<file path="src/rtl/rv_pkg.sv">
// -----------------------------------------------------------------------------
// rv_pkg
// Shared RISC-V front-end definitions. The fetch queue uses them, and so do the
// decode and hazard blocks.
//   XLEN_DEFAULT : default address / PC width
//   NOP_INSTR    : canonical NOP (addi x0, x0, 0). Decode sees it whenever no
//                  valid instruction is presented.
// -----------------------------------------------------------------------------
package rv_pkg;
    localparam int          XLEN_DEFAULT = 32;
    localparam logic [31:0] NOP_INSTR    = 32'h0000_0013;
endpackage

</file>
<file path="src/rtl/sync_fifo.sv">
// -----------------------------------------------------------------------------
// sync_fifo
// Single-clock FIFO with a show-ahead head output, an occupancy count and a
// synchronous flush. DEPTH must be a power of two (at least 2) so that the
// pointers wrap naturally.
// Ports:
//   clk, rst_n    : clock, asynchronous active-low reset
//   i_flush       : empties the FIFO next edge (wins over push/pop)
//   i_push        : write i_push_data (accepted when not full, or when full
//                   and popping in the same cycle)
//   i_pop         : drop the head entry (ignored when empty)
//   o_head_data   : current head entry (undefined when o_count == 0)
//   o_count       : number of stored entries, 0..DEPTH
// -----------------------------------------------------------------------------
module sync_fifo #(
    parameter int WIDTH = 32,
    parameter int DEPTH = 4
) (
    input  logic                       clk,
    input  logic                       rst_n,
    input  logic                       i_flush,
    input  logic                       i_push,
    input  logic [WIDTH-1:0]           i_push_data,
    input  logic                       i_pop,
    output logic [WIDTH-1:0]           o_head_data,
    output logic [$clog2(DEPTH):0]     o_count
);
    localparam int              AW         = $clog2(DEPTH);
    localparam int              CW         = AW + 1;
    localparam logic [CW-1:0]   FULL_COUNT = CW'(DEPTH);

    logic [WIDTH-1:0] r_mem [DEPTH];
    logic [AW-1:0]    r_wr_ptr;
    logic [AW-1:0]    r_rd_ptr;
    logic [CW-1:0]    r_count;

    logic w_full;
    logic w_empty;
    logic w_do_pop;
    logic w_do_push;

    assign w_full    = (r_count == FULL_COUNT);
    assign w_empty   = (r_count == '0);
    assign w_do_pop  = i_pop & ~w_empty;
    // A push into a full FIFO is fine when the head leaves in the same cycle.
    assign w_do_push = i_push & (~w_full | w_do_pop);

    // Storage carries no reset; validity is tracked by the count alone.
    always_ff @(posedge clk) begin
        if (w_do_push && !i_flush) begin
            r_mem[r_wr_ptr] <= i_push_data;
        end
    end

    always_ff @(posedge clk or negedge rst_n) begin
        if (!rst_n) begin
            r_wr_ptr <= '0;
            r_rd_ptr <= '0;
            r_count  <= '0;
        end else if (i_flush) begin
            r_wr_ptr <= '0;
            r_rd_ptr <= '0;
            r_count  <= '0;
        end else begin
            if (w_do_push) begin
                r_wr_ptr <= r_wr_ptr + AW'(1);
            end
            if (w_do_pop) begin
                r_rd_ptr <= r_rd_ptr + AW'(1);
            end
            r_count <= r_count + CW'(w_do_push) - CW'(w_do_pop);
        end
    end

    assign o_head_data = r_mem[r_rd_ptr];
    assign o_count     = r_count;
endmodule

</file>
<file path="src/rtl/fetch_queue.sv">
// -----------------------------------------------------------------------------
// fetch_queue
// Instruction fetch front end. It issues word-aligned fetch requests, keeps the
// PCs of in-flight requests, pairs in-order responses with those PCs and queues
// the results for decode. A redirect flushes the queue, restarts fetch at the
// new PC and discards the responses still owed for the old stream.
// Ports:
//   clk, rst_n                          : clock, asynchronous active-low reset
//   imem_req_valid/ready/addr           : fetch request handshake
//   imem_rsp_valid/data                 : in-order instruction return
//   redirect_valid/pc                   : taken branch/jump, refetch from pc
//   dec_valid/ready, dec_instr, dec_pc  : head of the instruction queue
//                                         (NOP and PC 0 when dec_valid = 0)
// -----------------------------------------------------------------------------
module fetch_queue
    import rv_pkg::*;
#(
    parameter int              XLEN     = XLEN_DEFAULT,
    parameter int              DEPTH    = 4,
    parameter logic [XLEN-1:0] RESET_PC = XLEN'(32'h0000_0000)
) (
    input  logic            clk,
    input  logic            rst_n,
    output logic            imem_req_valid,
    input  logic            imem_req_ready,
    output logic [XLEN-1:0] imem_req_addr,
    input  logic            imem_rsp_valid,
    input  logic [31:0]     imem_rsp_data,
    input  logic            redirect_valid,
    input  logic [XLEN-1:0] redirect_pc,
    output logic            dec_valid,
    input  logic            dec_ready,
    output logic [31:0]     dec_instr,
    output logic [XLEN-1:0] dec_pc
);
    localparam int            CW        = $clog2(DEPTH) + 1;
    localparam int            QW        = 32 + XLEN;
    localparam logic [CW:0]   DEPTH_SUM = (CW + 1)'(DEPTH);

    logic [XLEN-1:0] r_fetch_pc;
    logic [CW-1:0]   r_outstanding;
    logic [CW-1:0]   r_drop_count;

    logic [CW-1:0]   w_q_count;
    logic [CW-1:0]   w_if_count;
    logic [QW-1:0]   w_q_head;
    logic [XLEN-1:0] w_if_head;
    logic [CW:0]     w_credit_sum;
    logic            w_req_valid;
    logic            w_fire;
    logic            w_rsp_live;
    logic            w_rsp_drop;
    logic            w_rsp_push;
    logic            w_dec_valid;
    logic            w_dec_pop;
    logic [CW-1:0]   w_outstanding_next;
    logic [XLEN-1:0] w_redirect_aligned;

    // Queued entries plus in-flight requests never exceed DEPTH. That credit
    // rule is what keeps the instruction queue from overflowing.
    assign w_credit_sum = {1'b0, w_q_count} + {1'b0, r_outstanding};

    // rst_n gates the request directly. The state is already at its reset
    // values while rst_n is low, and that alone would still allow a request.
    assign w_req_valid = rst_n & ~redirect_valid & (w_credit_sum < DEPTH_SUM);
    assign w_fire      = w_req_valid & imem_req_ready;

    // A response with nothing outstanding cannot belong to any request
    // (e.g. it arrives late after a reset) and is ignored.
    assign w_rsp_live = imem_rsp_valid & (r_outstanding != '0);
    // Responses for the pre-redirect stream are dropped. This includes one
    // that arrives in the same cycle as the redirect itself.
    assign w_rsp_drop = w_rsp_live & (redirect_valid | (r_drop_count != '0));
    assign w_rsp_push = w_rsp_live & ~w_rsp_drop & (w_if_count != '0);

    assign w_dec_valid = (w_q_count != '0);
    // A redirect flushes the queue, so a pop in that cycle is moot.
    assign w_dec_pop   = w_dec_valid & dec_ready & ~redirect_valid;

    assign w_outstanding_next = r_outstanding + CW'(w_fire) - CW'(w_rsp_live);
    assign w_redirect_aligned = redirect_pc & ~XLEN'(3);

    always_ff @(posedge clk or negedge rst_n) begin
        if (!rst_n) begin
            r_fetch_pc    <= RESET_PC;
            r_outstanding <= '0;
            r_drop_count  <= '0;
        end else begin
            r_outstanding <= w_outstanding_next;
            if (redirect_valid) begin
                r_fetch_pc   <= w_redirect_aligned;
                // Every request still outstanding after this cycle belongs to
                // the old stream. No request fires during a redirect.
                r_drop_count <= w_outstanding_next;
            end else begin
                if (w_fire) begin
                    r_fetch_pc <= r_fetch_pc + XLEN'(4);
                end
                if (w_rsp_live && (r_drop_count != '0)) begin
                    r_drop_count <= r_drop_count - CW'(1);
                end
            end
        end
    end

    // Instruction + PC queue presented to decode.
    sync_fifo #(
        .WIDTH (QW),
        .DEPTH (DEPTH)
    ) u_instr_q (
        .clk         (clk),
        .rst_n       (rst_n),
        .i_flush     (redirect_valid),
        .i_push      (w_rsp_push),
        .i_push_data ({imem_rsp_data, w_if_head}),
        .i_pop       (w_dec_pop),
        .o_head_data (w_q_head),
        .o_count     (w_q_count)
    );

    // PCs of requests whose responses will be kept. On a redirect it is
    // flushed, because the surviving responses are discarded by drop_count
    // and never need a PC.
    sync_fifo #(
        .WIDTH (XLEN),
        .DEPTH (DEPTH)
    ) u_inflight_pc (
        .clk         (clk),
        .rst_n       (rst_n),
        .i_flush     (redirect_valid),
        .i_push      (w_fire),
        .i_push_data (r_fetch_pc),
        .i_pop       (w_rsp_push),
        .o_head_data (w_if_head),
        .o_count     (w_if_count)
    );

    assign imem_req_valid = w_req_valid;
    assign imem_req_addr  = r_fetch_pc;
    assign dec_valid      = w_dec_valid;
    assign dec_instr      = w_dec_valid ? w_q_head[QW-1:XLEN] : NOP_INSTR;
    assign dec_pc         = w_dec_valid ? w_q_head[XLEN-1:0]  : '0;

    // The memory must never return more responses than were requested.
    assert property (@(posedge clk) disable iff (!rst_n)
        !(imem_rsp_valid && (r_outstanding == '0)));
endmodule

</file>
<file path="config.mk">
export PLATFORM = sky130hd
export DESIGN_NAME = fetch_queue
export DESIGN_NICKNAME = d
export VERILOG_FILES = /design/src/rtl/rv_pkg.sv /design/src/rtl/sync_fifo.sv /design/src/rtl/fetch_queue.sv
export SDC_FILE = /design/constraint.sdc
export NUM_CORES = 1
export LEC_CHECK = 0
export ABC_CLOCK_PERIOD_IN_PS = 11270
export CAP_MARGIN = 30
export CORE_ASPECT_RATIO = 0.9
export CORE_MARGIN = 2
export CORE_UTILIZATION = 36
export CTS_CLUSTER_SIZE = 28
export DETAILED_ROUTE_END_ITERATION = 16
export GPL_TIMING_DRIVEN = 0
export PLACE_DENSITY_LB_ADDON = 0.25
export SYNTH_ARGS = -nofsm -noshare
export SYNTH_HDL_FRONTEND = slang
export SYNTH_HIERARCHICAL = 1
export SYNTH_SLANG_ARGS = --single-unit
</file>
<file path="constraint.sdc">
create_clock -name clk -period 11.27 [get_ports clk]
set_input_delay 2.254 -clock clk [delete_from_list [all_inputs] [get_ports clk]]
set_output_delay 2.254 -clock clk [all_outputs]
set_load 0.02 [all_outputs]
</file>
# ---- After elaboration in Yosys (flattened, before gate mapping)
# Memory sizes are Yosys's and may differ from the RTL's.
# Cells that the tools add are included.
dict set report classes {
  addsub 13
  n_lt_le_gt_ge 1
  eq_ne 2
  muxes 20
  bitwise 22
  n_reduce_logical 16
}
# operator count
set op_table {}
lappend op_table {{32-bit two-way mux} 4}
lappend op_table {{32-bit by 3-bit adder with 32-bit output (second input constant)} 1}
lappend op_table {{2-bit two-way mux} 8}
lappend op_table {{1-bit bitwise AND} 13}
lappend op_table {{3-bit two-way mux} 4}
lappend op_table {{2-bit nonzero test} 6}
lappend op_table {{3-bit nonzero test} 4}
lappend op_table {{3-bit by 1-bit adder with 3-bit output} 3}
lappend op_table {{3-bit by 1-bit subtractor with 3-bit output} 3}
lappend op_table {{2-bit by 1-bit adder with 2-bit output (second input constant)} 4}
lappend op_table {{3-bit == test (second input constant)} 2}
lappend op_table {{3-bit zero test} 2}
lappend op_table {{1-bit inverter} 6}
lappend op_table {{3-bit by 3-bit adder with 4-bit output} 1}
lappend op_table {{4-bit by 3-bit < comparator with 1-bit output (second input constant)} 1}
lappend op_table {{1-bit two-way mux} 4}
lappend op_table {{1-bit logical AND} 3}
lappend op_table {{1-bit OR} 3}
lappend op_table {{3-bit by 1-bit subtractor with 3-bit output (second input constant)} 1}
lappend op_table {{1-bit zero test} 1}
dict set report word_totals {
  register_bits 52
  mem_bits_rw 384
  in_bits 70
  out_inout_bits 98
  elab_cells 85
  n_memories 2
}
# memory depth word_bits rd rd_ports_with_merged_regs wr line_no
set memory_table {}
lappend memory_table {u_instr_q.r_mem 4 64 1 0 1 sync_fifo.sv:32} ;# logic [WIDTH-1:0] r_mem [DEPTH];
lappend memory_table {u_inflight_pc.r_mem 4 32 1 0 1 sync_fifo.sv:32}

# ---- Depth between registers and ports, before layout
dict set report depth {
  depth_word 12
  depth_mapped 13
  depth_no_buf 12
}

# ---- Modules after synthesis
# The synthesis kept the hierarchy.
# module n_inst cells_per_inst area_each_um2 seq_area_each_um2
set by_module_without_submodules {}
lappend by_module_without_submodules {{sync_fifo at u_instr_q} 1 377 9685.5 7862.5}
lappend by_module_without_submodules {{sync_fifo at u_inflight_pc} 1 211 5088.6 4018.9}
lappend by_module_without_submodules {fetch_queue 1 341 2736.4 900.9}

# ---- Worst setup path after synthesis
# Ideal clock, no wire load.
dict set report synth_timing {
  path_type {input -> register}
  startpoint {input port redirect_valid}
  endpoint {memory u_instr_q/r_mem[0][0] in the netlist's numbering, enable pin}
  arrival_ns 4.974
  t_required_ns 10.841
  setup_slack_ns 5.867
  stages 4
  n_path_buf 1
  path_cell_list {clkbuf_1 nor4b_1 nor3b_1 and2_1}
}
dict set report synth_between {
  elab_chain_cells 9
  elab_cells_between_ends 14
}
# item line_no
set synth_lines {}
lappend synth_lines {{start, declared} fetch_queue.sv:29} ;# input logic redirect_valid,
lappend synth_lines {{1-bit OR} fetch_queue.sv:73} ;# assign w_rsp_drop = w_rsp_live & (redirect_valid | (r_drop_count != '0));
lappend synth_lines {{1-bit bitwise AND} fetch_queue.sv:73}
lappend synth_lines {{1-bit inverter} fetch_queue.sv:74} ;# assign w_rsp_push = w_rsp_live & ~w_rsp_drop & (w_if_count != '0);
lappend synth_lines {{1-bit bitwise AND (2 in a row)} fetch_queue.sv:74}
lappend synth_lines {{via w_rsp_push} fetch_queue.sv:53} ;# logic w_rsp_push;
lappend synth_lines {{1-bit bitwise AND} sync_fifo.sv:46} ;# assign w_do_push = i_push & (~w_full | w_do_pop);
lappend synth_lines {{1-bit logical AND} sync_fifo.sv:50} ;# if (w_do_push && !i_flush) begin
lappend synth_lines {{1-bit two-way mux} sync_fifo.sv:50}
lappend synth_lines {{1-bit two-way mux (not written as such)} sync_fifo.sv:51} ;# r_mem[r_wr_ptr] <= i_push_data;
lappend synth_lines {{end, declared} sync_fifo.sv:32}
# The timed path passes the listed nets, and every way through them passes these cells.

# ---- Worst setup path after layout
dict set report layout_timing {
  startpoint {input port redirect_valid}
  endpoint {output port imem_req_valid}
}
dict set report layout_between {
  elab_chain_cells 3
}
# item line_no
set layout_lines {}
lappend layout_lines {{1-bit inverter} fetch_queue.sv:65} ;# assign w_req_valid = rst_n & ~redirect_valid & (w_credit_sum < DEPTH_SUM);
lappend layout_lines {{1-bit bitwise AND (2 in a row)} fetch_queue.sv:65}
lappend layout_lines {{end, declared} fetch_queue.sv:24} ;# output logic imem_req_valid,
# Every way passes these cells.

==> results.cfg <==
[global_routing]
antenna_found_initial = 0
grt_usage_pct = 15.7
grt_max_degree = 44
grt_overflow = 0
grt_pass1_vias = 9430
grt_pass1_wl_um = 59000

[detailed_routing]
avgRoutedWirePerCell_um = 21.4
drt_iter0_drc = 747
top_layer = met4
drtPass1Iterations = 5
wl_met1_um = 17800
post-route-drc-count = 0
detail-route-antenna-nets = 0
met3WireLength_um = 2660
via_per_inst = 5.11
wl_met2_um = 17600
vias = 9271
wl_um = 38800

[timing]
slew_violations = 0
period_share_pct = 56.9
tightestPinTransition_ps = 914
slew_headroom_pct = 39.1
hold_viol = 0
max_freq_mhz = 156
min_period_ps = 6410
tns_ps = 0
fin_skew_ps = 17.8
grt_setup_unrepaired = false
setup_viol = 0

[hold_path]
hold_path.class = reg -> reg

[finish]
fin_area_um2 = 21500
syn_to_final_growth_pct = 22.8
nets = 1249
layout-drive-gt1-share_pct = 18.0

[cts]
cts_buffers = 46
cts_tree = built
htree_levels = 2
cts_sinks = 434
clk_pin_slew_ps = 50
insertion_delay_ps = 570
ctsHoldBuffers = 0
cts-root-buf = clkbuf_16
post_cts_resize_count = 0
cts_setup_buffers = 0
clock_path_buffers = 3

[critical_path]
required_ps = 9020
arrival_ps = 4160
worstPathMaxFanout = 8
rrSetupSlack_ps = 7720
critical-path-top-delay-family = buffers and inverters
cp-start-kind = input pin
crit_buf_inv = 2
critical_path.most_common_cell = clkdlybuf4s50_1
end_kind = output pin
slowest_stage = clkdlybuf4s50_1
crit_chain = clkdlybuf4s50_1 > nor4_2 > and3_1 > clkdlybuf4s50_1
worst-setup-path-type = in -> out
cp_slowest_stage_delay_ps = 650

[yosys]
yosysTopAreaCell = edfxtp_1
yosysUniqueCellTypes = 55
syn_inst = 929
synthFlopType = edfxtp_1
yosysWarnings = 6
ys_async_sr_fraction_pct = 11.5
synth_area_per_cell_um2 = 18.8
synth_edf_count = 384
ys_seq_area_share_pct = 73.0
syn-cell-area_um2 = 17500
synth_top_area_share_pct = 65.9
ys_seq_elements = 434
synthTopCellsByArea = edfxtp_1, mux4_2, dfrtp_1, and2_1, ha_1

[place]
place_congestion = 0.814
port_buffers = 163
place_hpwl_um = 24900
placed_cell_area_um2 = 20200

[floorplanning]
die-area_um2 = 50400
start_util_pct = 36.5
fp.dieW_um = 236
die_y_um = 213
core-area_um2 = 47900
rows = 76
ios = 168

[power_and_ir_drop]
power.density_nw_per_um2 = 159
ir_worst_vdd_mv = 0.103
p_leak_nw = 7.09

[run_status]
status = finished clean

[job]
drv_cap = 0
==> kinds of logic after synthesis <==
logic type | Yosys count | synth area share (%)
buffers and inverters | 62 | 1.96
DFF | 434 | 73.0
other | 1 | 0.0214
AOI/OAI and AO/OA | 67 | 2.62
xor gates and xnor gates | 11 | 0.550
adders and majority gates | 20 | 1.56
muxes | 104 | 12.8
and+or+nand+nor | 230 | 7.45
==> sequential cells by signal, indices dropped and copies added, names as in the netlist <==
name and cells:
u_instr_q/r_mem 256, u_inflight_pc/r_mem 128, imem_req_addr 30, r_drop_count 3, r_outstanding 3, u_inflight_pc/o_count 3
u_instr_q/o_count 3, u_inflight_pc/r_rd_ptr 2, u_inflight_pc/r_wr_ptr 2, u_instr_q/r_rd_ptr 2, u_instr_q/r_wr_ptr 2
==> worst paths after layout <==
| kind | depth (start not counted) | from | endpoint |
|---|---|---|---|
| worst min-delay path | 1 | r_outstanding[0] | r_outstanding[0] |
| max in group asynchronous | 2 | rst_n | imem_req_addr[15] |
| worst max register to register | 7 | u_instr_q/o_count[1] | u_instr_q/r_mem[3][8] |
| worst max-delay path | 4 | redirect_valid | imem_req_valid |
| min in group asynchronous | 1 | rst_n | imem_req_addr[20] |
| worst min register to register | 1 | r_outstanding[0] | r_outstanding[0] |
==> worst register-to-register path: cells and delay by family, from the launching register on <==
family	cells	cell delay [ps]
AND/OR/NAND/NOR	5	1630
buffers and inverters	2	1040
flip-flops	1	510
==> stage by stage <==
stage / worst slack [ps] / util [%] / total power [mW] / std cells / hold WS [ps]
4_1_cts: 4790 / 44.9 / 3.46 / 1813 / 590
5_1_grt: 4700 / 44.9 / 3.55 / 1813 / 624
6_report: 4860 / 44.9 / 3.41 / 1814 / 582
3_3_place_gp: 3150 / 41.6 / 2.08 / 1725 / 558
2_1_floorplan: 5870 / - / 1.97 / 938 / 523
3_5_place_dp: 4800 / 42.1 / 2.09 / 1735 / 578
==> report_power, final <==
group          internal (mW)  switching (mW)  total [mW]
sequential              1.79          0.0564        1.84
combinational         0.0998           0.112       0.212
clock                  0.768           0.588        1.36
==> Yosys cell counts, types with 3 or more instances <==
cell type and instances:
nand3_1 27, a221o_1 4, a31oi_1 4, nor4_1 6, o211ai_1 8, dfrtp_1 50, or3_1 4, o311ai_0 8
mux2i_1 6, nand4_1 10, buf_2 16, edfxtp_1 384, nor2b_1 4, inv_1 15, clkbuf_1 15, fa_1 3
a21oi_1 8, nor2_1 33, buf_6 10, xnor2_1 5, ha_1 17, mux4_2 96, and4_1 3, xor2_1 6
and2_1 71, and3_1 6, a21o_1 3, nand2b_1 9, nand2_1 37, o21ai_0 20, buf_4 4, nor3_1 6
==> layout make-up <==
type | instances | area [µm²]
Sequential cell | 434 | 12800
Buffer | 46 | 283
Tap cell | 624 | 781
Antenna cell | 1 | 2.50
Timing Repair Buffer | 173 | 1840
Clock buffer | 62 | 1240
Multi-Input combinational cell | 442 | 4430
Clock inverter | 16 | 78.8
Inverter | 16 | 61.3
Fill cell | 4170 | 26400
==> metal layers <==
layer	vias up	global-route usage [%]
met4	0	4.41
li1	4171	-
met3	54	3.21
met1	4700	23.0
met5	-	0
met2	346	23.9
==> cells in the final DEF, fill, tap and decap left out, drive strengths merged, types with 17 or more instances in the layout <==
cell type / netlist / final
and2: 71 / 71
dfrtp: 50 / 50
o21ai: 20 / 20
mux4: 96 / 96
edfxtp: 384 / 384
nor2: 33 / 33
ha: 17 / 17
inv: 15 / 17
clkdlybuf4s50: 0 / 162
clkbuf: 15 / 77
nand3: 27 / 27
nand2: 37 / 37
buf: 31 / 42
Power figures use the tool's default switching activity.
